===== config.mk =====
export PLATFORM = sky130hd
export DESIGN_NAME = fwd_hazard_ctrl
export DESIGN_NICKNAME = d
export VERILOG_FILES = /design/src/rtl/fwd_hazard_ctrl.sv
export SDC_FILE = /design/constraint.sdc
export NUM_CORES = 1
export LEC_CHECK = 0
export BUFFER_PORTS_ARGS = -buffer_cell sky130_fd_sc_hd__buf_2
export CORE_ASPECT_RATIO = 1.5
export CORE_MARGIN = 2
export CORE_UTILIZATION = 50
export DETAILED_ROUTE_END_ITERATION = 16
export PLACE_DENSITY = 0.89
export SETUP_SLACK_MARGIN = 0.02
export SLEW_MARGIN = 20
export SYNTH_ARGS = -nofsm -noshare
export SYNTH_HDL_FRONTEND = slang
export SYNTH_SLANG_ARGS = --single-unit
export TNS_END_PERCENT = 100

===== constraint.sdc =====
create_clock -name clk -period 2.6 [get_ports clk]
set_input_delay 0.65 -clock clk [delete_from_list [all_inputs] [get_ports clk]]
set_output_delay 0.65 -clock clk [all_outputs]
set_load 0.05 [all_outputs]

===== src/rtl/fwd_hazard_ctrl.sv =====
// Operand-forwarding select and load-use hazard control for a 5-stage in-order pipeline.
// Optional macro FWD_HAZARD_FORWARDING_EN enables forwarding; the default build is a full interlock.
module fwd_hazard_ctrl #(
  parameter int unsigned REG_ADDR_W = 5,
  parameter int unsigned CNT_W      = 16
) (
  input  logic                  clk,
  input  logic                  rst,
  input  logic                  id_valid,
  input  logic [REG_ADDR_W-1:0] id_rs1,
  input  logic [REG_ADDR_W-1:0] id_rs2,
  input  logic                  id_rs1_used,
  input  logic                  id_rs2_used,
  input  logic [REG_ADDR_W-1:0] id_rd,
  input  logic                  id_reg_write,
  input  logic                  id_mem_read,
  input  logic                  flush,
  output logic                  id_stall,
  output logic [1:0]            ex_fwd_sel_a,
  output logic [1:0]            ex_fwd_sel_b,
  output logic                  ex_bubble,
  output logic [CNT_W-1:0]      stall_cnt
);

  typedef struct packed {
    logic                  valid;
    logic [REG_ADDR_W-1:0] rd;
    logic                  reg_write;
    logic                  mem_read;
  } entry_t;

  localparam logic [1:0] SEL_RF  = 2'b00;
  localparam logic [1:0] SEL_MEM = 2'b01;
  localparam logic [1:0] SEL_WB  = 2'b10;

  entry_t           ex_q, ex_d, mem_q, wb_q;
  logic [1:0]       sel_a_q, sel_a_d, sel_b_q, sel_b_d;
  logic             bubble_q, bubble_d;
  logic [CNT_W-1:0] cnt_q, cnt_d;
  logic             hit_ex_a, hit_ex_b, hit_mem_a, hit_mem_b;
  logic             stall_c, load_c;
  logic             track_unused;

  // x0 is hard-wired zero, so a write to it never produces a forwardable value
  function automatic logic entry_match(input entry_t e, input logic [REG_ADDR_W-1:0] rs,
                                       input logic used);
    return e.valid && e.reg_write && (e.rd != '0) && (e.rd == rs) && used;
  endfunction

  // Hazard detection; flush kills the ID instruction so it can never be stalled
  always_comb begin
    hit_ex_a  = entry_match(ex_q,  id_rs1, id_rs1_used);
    hit_ex_b  = entry_match(ex_q,  id_rs2, id_rs2_used);
    hit_mem_a = entry_match(mem_q, id_rs1, id_rs1_used);
    hit_mem_b = entry_match(mem_q, id_rs2, id_rs2_used);
`ifdef FWD_HAZARD_FORWARDING_EN
    stall_c = id_valid && ex_q.mem_read && (hit_ex_a || hit_ex_b);
`else
    stall_c = id_valid && (hit_ex_a || hit_ex_b || hit_mem_a || hit_mem_b);
`endif
    if (flush || rst) stall_c = 1'b0;
  end

  // Next EX entry, operand selects and saturating stall counter
  always_comb begin
    load_c   = id_valid && !stall_c && !flush;
    ex_d     = '0;
    sel_a_d  = SEL_RF;
    sel_b_d  = SEL_RF;
    bubble_d = 1'b1;
    cnt_d    = cnt_q;
    if (load_c) begin
      ex_d.valid     = 1'b1;
      ex_d.rd        = id_rd;
      ex_d.reg_write = id_reg_write;
      ex_d.mem_read  = id_mem_read;
      bubble_d       = 1'b0;
`ifdef FWD_HAZARD_FORWARDING_EN
      // The youngest producer holds the most recent value of the register
      sel_a_d = hit_ex_a ? SEL_MEM : (hit_mem_a ? SEL_WB : SEL_RF);
      sel_b_d = hit_ex_b ? SEL_MEM : (hit_mem_b ? SEL_WB : SEL_RF);
`endif
    end
    if (stall_c && (cnt_q != '1)) cnt_d = cnt_q + CNT_W'(1);
  end

  always_ff @(posedge clk or posedge rst) begin
    if (rst) begin
      ex_q     <= '0;
      mem_q    <= '0;
      wb_q     <= '0;
      sel_a_q  <= SEL_RF;
      sel_b_q  <= SEL_RF;
      bubble_q <= 1'b1;
      cnt_q    <= '0;
    end else begin
      ex_q     <= ex_d;
      mem_q    <= ex_q;
      wb_q     <= mem_q;
      sel_a_q  <= sel_a_d;
      sel_b_q  <= sel_b_d;
      bubble_q <= bubble_d;
      cnt_q    <= cnt_d;
    end
  end

  // WB-stage producers retire through register-file write-through and need no forwarding
  assign track_unused = ^{wb_q, mem_q.mem_read, ex_q.mem_read};

  assign id_stall     = stall_c;
  assign ex_fwd_sel_a = sel_a_q;
  assign ex_fwd_sel_b = sel_b_q;
  assign ex_bubble    = bubble_q;
  assign stall_cnt    = cnt_q;

endmodule

==> results of run 1 <==
[critical path: stages, from the launching register on]
cell,delay [ns]
dfrtp_1,0.40
or4_4,0.54
o211ai_4,0.23
nor4_2,0.07
o21ai_1,0.20
and2_4,0.18
nor2b_2,0.04
buf_6,0.14
[final cells by class]
cell class	count	area [um^2]	area share (%)
multi-input combinational	98	759	37.4
inverter	2	7.51	0.370
clock buffer	6	82.6	4.07
sequential	31	777	38.3
timing repair buffer	58	349	17.2
tap	39	48.8	2.40
clock inverter	1	5.00	0.247
[what timing repair did]
item | CTS | global route
setup buffers | 10 | 3
setup endpoints to repair | 1 | 23
resized for setup | 5 | 10
pin swaps | 5 | 17
gates cloned | 0 | 1
[logic make-up after synthesis]
kind of cell             share of synthesized area [%]
other                                            0.248
XOR/XNOR                                          20.3
AND/OR/NAND/NOR                                   20.5
adder cells (fa/ha/maj)                          0.827
multiplexers                                     0.744
buffers and inverters                             3.06
AO/OA/AOI/OAI                                     2.98
flip-flops                                        51.4
[through the flow]
| step | hold WS (ns) | std cells | setup slack [ns] | total power [mW] |
|---|---|---|---|---|
| after floorplan | 0.371 | 137 | 0.0936 | 0.569 |
| after global placement | 0.374 | 216 | 0.0208 | 0.593 |
| after detailed placement | 0.389 | 216 | -0.117 | 0.598 |
| after CTS | 0.401 | 233 | -0.0582 | 0.976 |
| after global routing | 0.447 | 235 | -0.209 | 1.02 |
| final | 0.438 | 235 | -0.138 | 0.979 |
[Yosys cell counts (all sizes together)]
cell    instances  area share, %
and2           10            4.2
buf             5            2.3
o211ai          2            1.7
nand2           4           0.99
nor2b           2           0.83
xor2           12            6.9
ha              1           0.83
nand4           6            2.5
inv             2           0.50
and4            3            1.7
or4             2           0.99
o21ai           2           0.66
mux2            1           0.74
nor2            4           0.99
clkbuf          1           0.25
dfrtp          30             50
nand4b          2            1.2
nor4            4            1.7
nor3b           2            1.3
xnor2          23             13
and3            2           0.83
dfstp           1            1.7
nand3          10            3.3
conb            1           0.25
a21oi           2           0.66
[power by group through the flow]
stage / Sequential (mW) / Combinational [mW] / Clock, mW
detailed placement: 0.511 / 0.0874 / 0
global route: 0.502 / 0.112 / 0.404
finish: 0.501 / 0.102 / 0.376
floorplan: 0.513 / 0.0563 / 0
CTS: 0.501 / 0.0952 / 0.380
global placement: 0.510 / 0.0832 / 0
[placed cells by master (no fill, tap or decap)]
cell type / count
or4_4: 1
xnor2_2: 2
buf_6: 3
or4_1: 1
nor3b_4: 1
o211ai_2: 1
and2_4: 1
nand3_1: 10
and4_1: 3
clkinv_2: 1
nand4b_1: 2
xnor2_1: 21
xor2_1: 12
buf_4: 16
conb_1: 4
nor2b_2: 1
nand2_1: 4
inv_1: 2
nand4_1: 6
nor2b_1: 1
nor3b_1: 1
nor4_2: 1
ha_1: 1
and2_1: 9
clkbuf_8: 6
a21oi_2: 1
dfrtp_1: 30
and3_1: 2
nor4_1: 3
buf_2: 39
nor2_1: 4
a21oi_4: 1
o211ai_4: 1
mux2_2: 1
dfstp_2: 1
o21ai_1: 2
[registers in the layout, summed over array words and instances, names as in the netlist]
register   cells
ex_bubble      1
stall_cnt     16
ex_q           7
mem_q          7
[layer usage]
| layer | share of wire [%] | GRT usage (%) |
|---|---|---|
| met1 | 38 | 23.5 |
| met2 | 54 | 42.6 |
| met3 | 4.9 | 6.25 |
| met4 | 2.7 | 13.7 |
| met5 | 0 | 0 |
[worst paths after layout]
kind	cells past startpoint	from	slack [ns]	end
max	7	ex_q[4]	-0.14	id_stall
min	0	ex_q[7]	0.44	mem_q[7]
max reg2reg	10	ex_q[4]	0.15	ex_q[3]
min reg2reg	0	ex_q[7]	0.44	mem_q[7]
max in group asynchronous	3	rst	1.40	stall_cnt[4]
min in group asynchronous	2	rst	0.56	mem_q[5]
==> impl_results.md, run 1 <==
* Ys Warns at 0
* TritonCTS clock tree: built
* Placed inst area at 0.00178 mm^2
* Slew margin rel. at 45.3%
* Worst VDD drop at 383 uV
* Core footprint at 0.00288 mm^2
* Sequential Power Share at 51.2%
* Switching part of the total power at 24.0%
* CP Class: reg -> out
* Clk Tree Root Cell: clkbuf_8
* Clk_lat worst skew at 0.28 ns
* Syn Area/Cell at 11.3 um^2
* Hold WC Path Type: reg -> reg
* ANT cells at 0
* Synth unique cells at 28
* Max-capacitance violation count at 0
* # IOs at 45
* DRC violations left at 0
* Initial antenna violation count at 0
* Setup violations, final at 1
* Initial Util at 52.5%
* Port buffer count at 39
* Clk sink count at 31
* Logic pwr share at 10.4%
* Worst Max-Slew Pin Slew at 0.820 ns
* Setup TNS at -0.138 ns
* DRT antenna net count at 0
* Vias at 1256
* Drt via density at 5.34
* P&R area growth vs syn at 34.2%
* Layout cell share with drive strength beyond 1 at 39.8%
* RD Place Congestion at 0.880
* Fin area at 0.00203 mm^2
* Number of global-route vias before repair at 1371
* Final core utilization at 70.4%
* Fillers at 225
* Instance count of the mapped netlist at 134
* Failing checks: setup timing
* First-pass GRT wire length at 6.12 mm
* Clock group share of total power at 38.4%
* Chip width at 48.9 um
* Mapped cell area at 0.00151 mm^2
* LEAKAGE at 1.01 nW
* Hold buffers post-CTS at 0
* Pin count of the biggest net entering global routing at 24
* Int Pwr at 0.744 mW
* Site Rows at 24
* Hold Vio Cnt, Final at 0
* Pwr Density at 483 mW/mm^2
* Setup crit end kind: output port
* Pre-antenna DRT Iters at 4
* CP Max Fanout at 2
* Psw at 0.235 mW
* Initial DRC Count at 16
* CTS buffer count at 5
* Clock buffer depth at 2
* Nets at 220
* Final setup margin at -0.138 ns
* Total Wirelength at 3.58 mm
* Routed WL per cell at 15.2 um
* Final Max Slew Viols at 0
* RSZ-0062 raised after global routing: yes
* Minimum clock period after layout at 2.74 ns
* Sequential fraction of the synthesis area at 51.4%
* Die height at 71.4 um
* Area of the die at 0.00349 mm^2
* Crit start category: flop
* Final period util at 105%
* DP HPWL at 2.47 mm
* CP Data Required Time at 1.95 ns
* Flip-flop and latch count after synthesis at 31
* GRT Overall Usage at 23.3%
* Outcome: finished with violations
* Aggregate global routing overflow at 0
* Clock skew at 0.00748 ns
* Clock input transition at the sequential cells of the worst setup and hold paths at 0.06 ns
* Number of H-tree levels at 2
* Arrival @ worst endpoint at 2.09 ns
* Max Clk Rate at 365 MHz
No activity file was read; power rests on OpenSTA's default activity.
==> run 2: changes to the inputs <==
CORE_UTILIZATION = 54   (was 50)
PLACE_DENSITY = 0.94   (was 0.89)
clock period = 3.4 ns   (was 2.6 ns; I/O delays follow)
==> impl_results.md, run 2 (synthesis results as in run 1) <==
* Inst Count DP at 209 (-3.2%)
* Number of global-route vias before repair at 1190 (-13%)
* Hold WC Path Type: reg -> reg
* Clock skew at 0.00702 ns (-0.000461 ns)
* Crit start category: input pin
* Int Pwr at 0.588 mW (-21%)
* Slew margin rel. at 58.9% (+14 points)
* CTS buffer count at 5 (unchanged)
* Initial antenna violation count at 0 (unchanged)
* CP Max Fanout at 3 (+1)
* Sequential Power Share at 50.6% (-0.6 points)
* Met1 usage at 23.6% (+0.071 points)
* Setup violations, final at 0 (-1)
* Initial DRC Count at 13 (-3)
* CP cell instances: buf_2 > xnor2_1 > nand3_1 > nor4_1 > o21ai_1 > and2_2 > nor2b_1 > buf_2
* Clk Tree Root Cell: clkbuf_8
* Vias at 1135 (-9.6%)
* Minimum clock period after layout at 3.06 ns
* Routed WL per cell at 13.8 um (-9.0%)
* Max reg flops at 16 (unchanged)
* Initial Util at 56.5% (+4.0 points)
* Clock group share of total power at 40.9% (+2.5 points)
* Site Rows at 23 (-4.2%)
* DP HPWL at 2.35 mm (-5.0%)
* CP Data Required Time at 2.55 ns (+0.60 ns)
* Max Clk Rate at 327 MHz
* DRC violations left at 0 (unchanged)
* Arrival @ worst endpoint at 2.21 ns (+0.12 ns)
* Outcome: finished clean
* Max-capacitance violation count at 0 (unchanged)
* Pre-antenna DRT Iters at 4 (unchanged)
* Aggregate global routing overflow at 0 (unchanged)
* Logic pwr share at 8.5% (-1.9 points)
* Worst-path cell with the longest stage delay: nor4_1
* Final period util at 89.9%
* P&R area growth vs syn at 21.8%
* Switching part of the total power at 22.7% (-1.4 points)
* Met3 GRT Util at 8.85% (+2.6 points)
* Total Wirelength at 3.01 mm (-16%)
* Drt via density at 5.23 (-2.1%)
* Pwr Total at 0.760 mW (-22%)
* Worst Max-Slew Pin Slew at 0.616 ns (-0.204 ns)
* Die height at 68.8 um (-3.6%)
* Post-cts sizing count at 0 (-5)
* Area of the die at 0.00325 mm^2 (-6.9%)
* Hold buffers post-CTS at 0 (unchanged)
* Clock input transition at the sequential cells of the worst setup and hold paths at 0.06 ns (about the same)
* Port buffer count at 39 (unchanged)
* Most frequent cells in the layout: buf_2, dfrtp_1, xnor2_1
* Register area at 777 um^2 (unchanged)
* Final Max Slew Viols at 0 (unchanged)
* Met2 usage at 36.3% (-6.3 points)
* LEAKAGE at 0.920 nW (-8.8%)
* Cell mode on critical path: buf_2
* Fillers at 219 (-2.7%)
* Chip width at 47.2 um (-3.5%)
* Clk sink count at 31 (unchanged)
* TritonCTS clock tree: built
* Most common cell after layout, fill and taps aside: buf_2
* GRT Overall Usage at 21.9% (-1.4 points)
* RSZ-0062 raised after global routing: no
* Buffer count from post-CTS setup fixing at 0 (-10)
* Hold Vio Cnt, Final at 0 (unchanged)
* Pin count of the biggest net entering global routing at 32 (+33%)
* Nets at 203 (-7.7%)
* Core footprint at 0.00268 mm^2 (-7.2%)
* Setup TNS at 0 ns (+0.138 ns)
* CP Class: in -> out
* Pwr Density at 413 mW/mm^2 (-15%)
* Clk_lat worst skew at 0.28 ns (about the same)
* Largest stage delay, worst path at 0.29 ns (-0.25 ns)
* # IOs at 45 (unchanged)
* Final cell count without fillers at 217 (-7.7%)
* Grt peak-use layer: met2
* Number of H-tree levels at 2 (unchanged)
* RD Place Congestion at 0.838 (-4.8%)
* Psw at 0.172 mW (-27%)
* Layout cell share with drive strength beyond 1 at 30.6% (-9.2 points)
* Clock buffer depth at 2 (unchanged)
* First-pass GRT wire length at 5.03 mm (-18%)
* Area of the multi-input gates at 701 um^2 (-7.7%)
* ANT cells at 0 (unchanged)
* DRT antenna net count at 0 (unchanged)
* Setup crit end kind: output port
* Worst VDD drop at 370 uV (-3.5%)
run 2: metrics by stage:
stage          instance area (um^2)  hold slack, ns  utilization, %  worst slack [ns]
2_1_floorplan                  1520           0.371               -             0.242
6_report                       1840           0.392            68.8             0.344
3_3_place_gp                   1740           0.378            65.1             0.366
5_1_grt                        1840           0.415            68.8             0.220
4_1_cts                        1840           0.400            68.8             0.350
3_5_place_dp                   1740           0.388            65.1             0.351
run 2: area by class of cell:
class / count / share of cell area (%)
sequential: 31 / 42.2
multi-input combinational: 98 / 38.0
timing repair buffer: 41 / 11.4
clock buffer: 8 / 5.43
tap: 37 / 2.51
inverter: 2 / 0.408
run 2: worst paths after layout:
kind | end | cells past startpoint | startpoint | slack, ns
min in group asynchronous | stall_cnt[12] | 2 | rst | 0.66
setup / recovery | id_stall | 8 | id_rs2[4] | 0.34
setup reg to reg | ex_q[2] | 7 | ex_q[3] | 1.19
max in group asynchronous | ex_bubble | 3 | rst | 2.17
hold reg to reg | mem_q[1] | 0 | ex_q[1] | 0.39
hold / removal | mem_q[1] | 0 | ex_q[1] | 0.39
run 2: power groups by stage:
| stage | registers (mW) | logic [mW] | clock network [mW] |
|---|---|---|---|
| 2_1_floorplan | 0.392 | 0.0430 | 0 |
| 3_3_place_gp | 0.390 | 0.0623 | 0 |
| 3_5_place_dp | 0.391 | 0.0651 | 0 |
| 4_1_cts | 0.384 | 0.0654 | 0.318 |
| 5_1_grt | 0.385 | 0.0716 | 0.334 |
| 6_report | 0.384 | 0.0645 | 0.311 |
run 2: critical path: cells and delay by family:
| kind | cells | cell delay (ns) |
|---|---|---|
| buf+inv | 2 | 0.37 |
| xor+xnor | 1 | 0.16 |
| compound gates | 1 | 0.13 |
| simple gates | 4 | 0.69 |
run 2: per-layer routing:
| layer | routed length [um] | share of wire [%] | vias up |
|---|---|---|---|
| met5 | 0 | 0 | - |
| met4 | 44 | 1.5 | 0 |
| met3 | 129 | 4.3 | 6 |
| met2 | 1680 | 56 | 27 |
| met1 | 1150 | 38 | 559 |
| li1 | - | - | 543 |
==> run 3: changes to the inputs <==
CORE_UTILIZATION = 40   (was 54)
PLACE_DENSITY = 0.75   (was 0.94)
==> impl_results.md, run 3 (synthesis results as in run 1) <==
* Initial DRC Count at 26 (+13)
* Crit start category: flop
* Clk_lat worst skew at 0.28 ns (about the same)
* Core footprint at 0.00365 mm^2 (+36%)
* Pin count of the biggest net entering global routing at 27 (-16%)
* Pre-antenna DRT Iters at 4 (unchanged)
* Number of global-route vias before repair at 1102 (-7.4%)
* Vias at 1114 (-1.9%)
* Worst reg2reg startpoint: ex_q[3]
* Int Pwr at 0.640 mW (+8.9%)
* Clock skew at 0.00517 ns (-0.00184 ns)
* Hold Crit Endpoint: mem_q[1]
* FF-to-FF setup slack at 1.17 ns (-0.02 ns)
* Outcome: finished clean
* Number of H-tree levels at 2 (unchanged)
* Max reg flops at 16 (unchanged)
* Chip width at 54.2 um (+15%)
* Register area at 777 um^2 (unchanged)
* LEAKAGE at 0.931 nW (+1.2%)
* ANT cells at 0 (unchanged)
* Max-capacitance violation count at 0 (unchanged)
* Psw at 0.173 mW (+0.79%)
* Routed WL per cell at 13.0 um (-5.9%)
* Minimum clock period after layout at 3.08 ns (+0.0205 ns)
* # IOs at 45 (unchanged)
* TritonCTS clock tree: built
* Worst VDD drop at 388 uV (+4.9%)
* Clk Tree Root Cell: clkbuf_8
* R2R depth at 8 (+1)
* Port buffer count at 39 (unchanged)
* Hold Vio Cnt, Final at 0 (unchanged)
* Switching part of the total power at 21.3% (-1.3 points)
* Total Wirelength at 2.91 mm (-3.3%)
* Area of the die at 0.00430 mm^2 (+32%)
* Worst-path cell with the longest stage delay: or4_1
* Arrival @ worst endpoint at 2.23 ns (+0.02 ns)
* Nets at 203 (unchanged)
* CTS buffer count at 5 (unchanged)
* Fillers at 352 (+61%)
* Initial Util at 41.5% (-15 points)
* RD Place Congestion at 0.740 (-12%)
* Layout cell share with drive strength beyond 1 at 30.6% (unchanged)
* RSZ-0062 raised after global routing: no
* CP Max Fanout at 4 (+1)
* Hold wc startpoint: ex_q[1]
* DP HPWL at 2.24 mm (-4.8%)
* Largest stage delay, worst path at 0.55 ns (+0.26 ns)
* Buffer count from post-CTS setup fixing at 0 (unchanged)
* Hold buffers post-CTS at 0 (unchanged)
* Post-cts sizing count at 0 (unchanged)
* Die height at 79.3 um (+15%)
* Hold WC Path Type: reg -> reg
* Clock input transition at the sequential cells of the worst setup and hold paths at 0.06 ns (about the same)
* Pwr Density at 436 mW/mm^2 (+5.6%)
* WP buf/inv at 1 (-1)
* Initial antenna violation count at 0 (unchanged)
* First-pass GRT wire length at 4.88 mm (-3.0%)
* P&R area growth vs syn at 23.4%
* DRC violations left at 0 (unchanged)
* Delay-heaviest family, CP: simple AND/OR/NAND/NOR gates
* Max Clk Rate at 325 MHz (-0.67%)
* R2R Path End: stall_cnt[15]
* Final Max Slew Viols at 0 (unchanged)
* Aggregate global routing overflow at 0 (unchanged)
* Clock group share of total power at 44.9% (+4.0 points)
* Clk sink count at 31 (unchanged)
* Setup crit end kind: output port
* Final period util at 90.5% (+0.60 points)
* Drt via density at 5.00 (-4.5%)
* CP cell instances: or4_1 > o211ai_2 > nor4_1 > o21ai_1 > and2_2 > nor2b_1 > buf_2
* Final core utilization at 51.2% (-18 points)
* Area of the multi-input gates at 701 um^2 (unchanged)
* Setup TNS at 0 ns (unchanged)
* Site Rows at 27 (+17%)
* Most frequent cells in the layout: buf_2, dfrtp_1, xnor2_1
* CP Data Required Time at 2.55 ns (about the same)
* GRT Overall Usage at 15.6% (-6.4 points)
* Most common cell after layout, fill and taps aside: buf_2
* Clock buffer depth at 2 (unchanged)
* Logic pwr share at 7.8% (-0.7 points)
* Setup violations, final at 0 (unchanged)
* Sequential Power Share at 47.2% (-3.4 points)
* DRT antenna net count at 0 (unchanged)
* Cells on Worst Hold Path at 0 (unchanged)
* CP Class: reg -> out
run 3: cell types whose count changed in the layout (fill, tap and decap cells not counted), sizes merged:
cell    change
clkinv      +1
bufinv      +1
clkbuf      -2
run 3: worst register-to-register path, cell delays in order, from the launching register on:
cell and delay, ns:
dfrtp_1 0.42, or4_1 0.55, o211ai_2 0.19, nor4_1 0.08
o21ai_1 0.24, a21oi_1 0.11, buf_4 0.19, and4_1 0.19
xor2_1 0.14
run 3: power groups by stage:
stage | clock, mW | sequential [mW] | combinational (mW)
final | 0.365 | 0.384 | 0.0637
after global routing | 0.396 | 0.385 | 0.0710
after CTS | 0.378 | 0.385 | 0.0649
after detailed placement | 0 | 0.391 | 0.0646
after global placement | 0 | 0.391 | 0.0637
after floorplan | 0 | 0.392 | 0.0430
run 3: final cells by class:
class | instances | share of cell area, %
Sequential cell | 31 | 41.6
Multi-Input combinational cell | 98 | 37.5
Timing Repair Buffer | 41 | 11.3
Clock buffer | 6 | 4.42
Tap cell | 43 | 2.88
Clock inverter | 2 | 1.88
Inverter | 2 | 0.402
run 3: worst max-delay path by stage:
| stage | from | endpoint | slack [ns] | depth (start not counted) |
|---|---|---|---|---|
| floorplan | id_rs2[4] | id_stall | 0.24 | 6 |
| global placement | id_rs2[0] | id_stall | 0.34 | 8 |
| detailed placement | id_rs2[0] | id_stall | 0.33 | 8 |
| CTS | ex_q[3] | id_stall | 0.32 | 7 |
| global route | id_rs2[0] | id_stall | 0.13 | 8 |
| finish | ex_q[3] | id_stall | 0.32 | 7 |
run 3: metrics by stage:
stage	cells	hold slack [ns]	instance area [um^2]	total power, mW	worst slack [ns]
final	223	0.392	1870	0.813	0.324
after global routing	223	0.404	1870	0.852	0.128
after global placement	215	0.379	1750	0.455	0.343
after detailed placement	215	0.381	1750	0.456	0.333
after floorplan	137	0.371	1520	0.435	0.242
after CTS	223	0.395	1870	0.827	0.317
run 3: layer usage:
metal  up-vias  wire (um)  global-route usage [%]
met3         4        231                    5.08
li1        545          -                       -
met5         -          0                       0
met1       526       1130                    17.5
met2        39       1500                    26.3
met4         0         44                    6.00
